## src/rtl/tribus_pkg.sv

```systemverilog
// tribus_pkg: shared types and constants for the tri-state bus driver.
// Parity output is enabled by defining TRIBUS_PARITY_EN.
package tribus_pkg;

    localparam int DEFAULT_WIDTH       = 8;
    localparam int DEFAULT_TURN_CYCLES = 2;
    localparam int CNT_W               = 4;

    localparam logic [1:0] ST_IDLE  = 2'd0;
    localparam logic [1:0] ST_DRIVE = 2'd1;
    localparam logic [1:0] ST_TURN  = 2'd2;

    typedef enum logic [1:0] {
        IDLE  = ST_IDLE,
        DRIVE = ST_DRIVE,
        TURN  = ST_TURN
    } state_t;

endpackage

```

## src/rtl/tribus_turn_cnt.sv

```systemverilog
// tribus_turn_cnt: bus-turnaround down-counter, loads on TURN entry and saturates at 0.
module tribus_turn_cnt
    import tribus_pkg::*;
(
    input  logic             clk,
    input  logic             reset,
    input  logic             load,
    input  logic [CNT_W-1:0] value,
    output logic             done
);

    logic [CNT_W-1:0] cnt_q, cnt_d;

    always_comb begin
        cnt_d = load ? value : (cnt_q != '0) ? cnt_q - CNT_W'(1) : cnt_q;
    end

    always_ff @(posedge clk) begin
        if (reset) cnt_q <= '0;
        else       cnt_q <= cnt_d;
    end

    assign done = (cnt_q == '0);

endmodule

```

## src/rtl/tribus_driver.sv

```systemverilog
// tribus_driver: registered data/enable source for a bufif0, with peer release and turnaround.
// Defining TRIBUS_PARITY_EN adds parity_out, the registered even parity of data_out.
module tribus_driver
    import tribus_pkg::*;
#(
    parameter int WIDTH       = DEFAULT_WIDTH,
    parameter int TURN_CYCLES = DEFAULT_TURN_CYCLES
) (
    input  logic             clk,
    input  logic             reset,
    input  logic [WIDTH-1:0] in_data,
    input  logic             in_valid,
    output logic             in_ready,
    input  logic             release_req,
    output logic [WIDTH-1:0] data_out,
    output logic             data_enable_low,
`ifdef TRIBUS_PARITY_EN
    output logic             parity_out,
`endif
    output logic             busy
);

    state_t           state_q, state_d;
    logic [WIDTH-1:0] data_q, data_d;
    logic             del_q, del_d;
    logic             xfer, turn_load, turn_done;

    tribus_turn_cnt u_turn_cnt (
        .clk   (clk),
        .reset (reset),
        .load  (turn_load),
        .value (CNT_W'(TURN_CYCLES - 1)),
        .done  (turn_done)
    );

    // Peer request wins over a pending word; nothing is accepted during turnaround.
    assign in_ready  = !reset && (state_q != TURN) && !release_req;
    assign xfer      = in_valid && in_ready;
    assign turn_load = (state_q == DRIVE) && !xfer;

    always_comb begin
        state_d = (state_q == IDLE)  ? (xfer ? DRIVE : IDLE) :
                  (state_q == DRIVE) ? (xfer ? DRIVE : TURN) :
                                       (turn_done ? IDLE : TURN);
        data_d  = xfer ? in_data : data_q;
        del_d   = (state_d != DRIVE);
    end

    always_ff @(posedge clk) begin
        if (reset) begin
            state_q <= IDLE;
            data_q  <= '0;
            del_q   <= 1'b1;
        end else begin
            state_q <= state_d;
            data_q  <= data_d;
            del_q   <= del_d;
        end
    end

`ifdef TRIBUS_PARITY_EN
    logic parity_q, parity_d;

    always_comb begin
        parity_d = xfer ? ^in_data : parity_q;
    end

    always_ff @(posedge clk) begin
        if (reset) parity_q <= 1'b0;
        else       parity_q <= parity_d;
    end

    assign parity_out = parity_q;
`endif

    assign data_out        = data_q;
    assign data_enable_low = del_q;
    assign busy            = (state_q != IDLE);

endmodule

```

## config.mk

```make
export PLATFORM = sky130hd
export DESIGN_NAME = tribus_driver
export DESIGN_NICKNAME = d
export VERILOG_FILES = /design/src/rtl/tribus_pkg.sv /design/src/rtl/tribus_turn_cnt.sv /design/src/rtl/tribus_driver.sv
export SDC_FILE = /design/constraint.sdc
export NUM_CORES = 1
export LEC_CHECK = 0
export ABC_AREA = 1
export CORE_MARGIN = 1
export CORE_UTILIZATION = 45
export DETAILED_ROUTE_END_ITERATION = 10
export GPL_TIMING_DRIVEN = 0
export PLACE_DENSITY = 0.8
export SLEW_MARGIN = 10
export SYNTH_ARGS = -nofsm -noshare
export SYNTH_HDL_FRONTEND = slang
export SYNTH_SLANG_ARGS = --single-unit
```

## constraint.sdc

```tcl
create_clock -name clk -period 2.5 [get_ports clk]
set_clock_uncertainty 0.05 [all_clocks]
set_input_delay 0.5 -clock clk [delete_from_list [all_inputs] [get_ports clk]]
set_output_delay 0.5 -clock clk [all_outputs]
set_load 0.05 [all_outputs]
```

==> load_flow_metrics.sql <==
INSERT INTO impl_metrics (metric_group, metric, value, unit) VALUES
('clock_network', 'clock_sink_count', '15', ''),
('layout', 'layout-drive-gt1-share', '10.7', '%'),
('critical_path', 'crit_required', '1.95', 'ns'),
('synth', 'synth_area', '662', 'um^2'),
('route', 'wl_per_cell', '9.39', 'um'),
('clock_network', 'clock_latency', '0.28', 'ns'),
('synth', 'portion_of_the_post_synthesis_area_used_by_sequential_elements', '45.4', '%'),
('critical_path', 'timing.critical_path.max_delay_family', 'buffers and inverters', ''),
('route', 'detail-route-antenna-nets', '0', ''),
('synth', 'share_of_cell_area_taken_by_muxes_after_synthesis', '0', '%'),
('synth', 'synthSimpleGateAreaFrac', '37.6', '%'),
('sta', 'tightestPinTransition', '0.497', 'ns'),
('clock_network', 'number_of_setup_buffers_added_after_cts', '0', ''),
('floorplan', 'die-area', '0.00163', 'mm^2'),
('route', 'met3RoutedLength', '40', 'um'),
('clock_network', 'tritoncts.num_buffers', '3', ''),
('synth', 'synth.net_count', '108', ''),
('synth', 'syn-mean-instance-area', '6.97', 'um^2'),
('route', 'route.detailed.vias_per_inst', '4.49', ''),
('route', 'first_iter_violations', '10', ''),
('floorplan', 'core.rowCount', '13', ''),
('power_and_ir_drop', 'powerDensity', '771', 'mW/mm^2'),
('sta', 'post-route-period-util', '89.2', '%'),
('route', 'post-route-drc-count', '0', ''),
('layout', 'n_antenna_cell', '0', ''),
('route', 'wl', '1280', 'um'),
('synth', 'dominant_combinational_cell_family_by_area_after_synthesis', 'simple AND/OR/NAND/NOR gates', ''),
('critical_path', 'data_arrival_time_at_the_worst_slack_endpoint', '1.68', 'ns'),
('clock_network', 'post_cts_hold_buffer_count', '0', ''),
('sta', 'final.min_clock_period', '2.23', 'ns'),
('critical_path', 'slowest_stage', 'clkdlybuf4s50_1', ''),
('critical_path', 'timing.critical_path.from_type', 'input pin', ''),
('synth', 'ys_types', '15', ''),
('synth', 'synth_compound_area_share', '3.02', '%'),
('synth', 'synth_seq_cells', '15', ''),
('route', 'wl_met2', '697', 'um'),
('clock_network', 'cts_root_buffer', 'clkbuf_4', ''),
('floorplan', 'initial_core_util', '49.6', '%'),
('route', 'drt-met1-wl', '539', 'um'),
('route', 'drt_pass1_iterations', '3', ''),
('critical_path', 'worstPathMaxFanout', '10', ''),
('floorplan', 'die_height', '40.4', 'um'),
('layout', 'post-route-util', '69.2', '%'),
('route', 'top_layer_used', 'met3', ''),
('hold_path', 'hp-class', 'flip-flop to flip-flop', ''),
('global_routing', 'grt_first_pass_wirelength', '1930', 'um'),
('status', 'outcome', 'finished, final reports clean', ''),
('sta', 'setup_repair_after_global_routing_missed_its_margin', 'no', ''),
('global_routing', 'antenna_found_initial', '0', ''),
('global_routing', 'global_route.overflow_total', '0', ''),
('clock_network', 'cts.clk_slew.worst_paths', '0.09', 'ns'),
('sta', 'totalNegativeSetupSlack', '0', 'ns'),
('placed_design', 'dp.cells', '132', ''),
('floorplan', 'placeableCoreArea', '0.00133', 'mm^2'),
('synth', 'synthesis.yosys.warnings', '0', ''),
('global_routing', 'grt_start_max_net_pins', '11', ''),
('route', 'routed-via-count', '611', ''),
('sta', 'finalHoldViolations', '0', ''),
('sta', 'report.final.slew_viol_count', '0', ''),
('clock_network', 'cts_tree', 'yes', ''),
('clock_network', 'clockBufferDepth', '2', ''),
('layout', 'syn2layout_area_growth', '39.5', '%'),
('critical_path', 'criticalPathCategory', 'input pin to output port', ''),
('critical_path', 'path_cells', 'clkdlybuf4s50_1, inv_2, nand2_1, nor2_1, clkbuf_2', ''),
('placed_design', 'gpl.final_weighted_congestion', '0.662', ''),
('clock_network', 'cts_max_level', '1', ''),
('synth', 'gate_count_after_technology_mapping', '95', ''),
('sta', 'setup_viol', '0', ''),
('global_routing', 'grt_pass1_vias', '494', ''),
('placed_design', 'hpwlAfterDp', '1010', 'um'),
('power_and_ir_drop', 'worst_ir_drop_vdd', '434', 'uV');
==> what timing repair did <==
item,in CTS,in global routing
setup endpoints to repair,1,1
pin swaps,0,0
gates resized for setup,1,2
endpoints found under the hold margin,0,0
==> sequential cells by signal, indices dropped and copies added (netlist names) <==
register / count
data_out: 8
u_turn_cnt.cnt_q: 4
state_q: 2
data_enable_low: 1
==> metal layers <==
| metal | up-vias | GRT usage, % |
|---|---|---|
| li1 | 331 | - |
| met1 | 269 | 19.7 |
| met2 | 11 | 34.1 |
| met3 | 0 | 3.33 |
| met4 | 0 | 5.00 |
| met5 | - | 0 |
==> per-stage QoR <==
| step | power [uW] | cell area, um^2 | worst slack [ns] |
|---|---|---|---|
| after detailed placement | 587 | 901 | -0.236 |
| final | 712 | 923 | 0.269 |
| after CTS | 725 | 927 | 0.0329 |
| after global routing | 774 | 923 | 0.186 |
| after global placement | 572 | 901 | -0.248 |
| after floorplan | 508 | 662 | 0.641 |
==> layout by cell type (no fill, tap or decap), drive strengths merged <==
master          n
clkdlybuf4s50  21
clkbuf          4
xor2            1
nand3           4
or2             1
clkinv          1
ha              1
inv            16
a21oi           4
dfxtp          15
nand2          29
nor2           23
buf             1
==> cells by family after synthesis <==
kind of cell | count (synthesis)
AOI/OAI and AO/OA | 4
xor gates and xnor gates | 1
and+or+nand+nor | 57
adders and majority gates | 1
DFF | 15
buffers and inverters | 17
==> synth_stat cells <==
cell type | instances | area, um^2
nor2_1 | 20 | 75.1
nand3_4 | 1 | 17.5
nand2_2 | 1 | 6.26
ha_1 | 1 | 12.5
a21oi_1 | 4 | 20.0
or2_2 | 1 | 6.26
xor2_1 | 1 | 8.76
buf_6 | 1 | 11.3
dfxtp_1 | 15 | 300
inv_1 | 15 | 56.3
nor2_2 | 2 | 12.5
inv_2 | 1 | 3.75
nand3_1 | 3 | 15.0
nand2_1 | 28 | 105
nor2_4 | 1 | 11.3
==> cell type report <==
type	instances	area (um^2)
repair buffers	22	215
fillers	126	410
well taps	15	18.8
inverters	16	60.1
clock buffers	3	22.5
flip-flops and latches	15	300
plain buffers	1	11.3
clock inverters	1	5.00
multi-input cells	63	290
==> final timing paths <==
path | from | endpoint | slack, ns | cells after the start
min | u_turn_cnt.cnt_q[3]$_SDFFE_PP0N_ | u_turn_cnt.cnt_q[3]$_SDFFE_PP0N_ | 0.44 | 2
min reg2reg | u_turn_cnt.cnt_q[3]$_SDFFE_PP0N_ | u_turn_cnt.cnt_q[3]$_SDFFE_PP0N_ | 0.44 | 2
max reg2reg | u_turn_cnt.cnt_q[0]$_SDFFE_PP0P_ | u_turn_cnt.cnt_q[0]$_SDFFE_PP0P_ | 1.31 | 7
max | reset | in_ready | 0.27 | 5
==> worst register-to-register path, stage by stage (launching register included) <==
cell	delay, ns
dfxtp_1	0.34
inv_1	0.07
ha_1	0.26
nand2_1	0.16
nand2_1	0.07
nand2_1	0.06
inv_1	0.04
a21oi_1	0.10
==> where the power goes <==
part	switching [uW]	leakage, uW	total [uW]	internal, uW
sequential	21.2	0.000123	297	276
combinational	169	0.000309	278	109
clock	77.8	0.0000177	137	59.3
total	268	0.000450	712	444
Power figures use the tool's default switching activity.
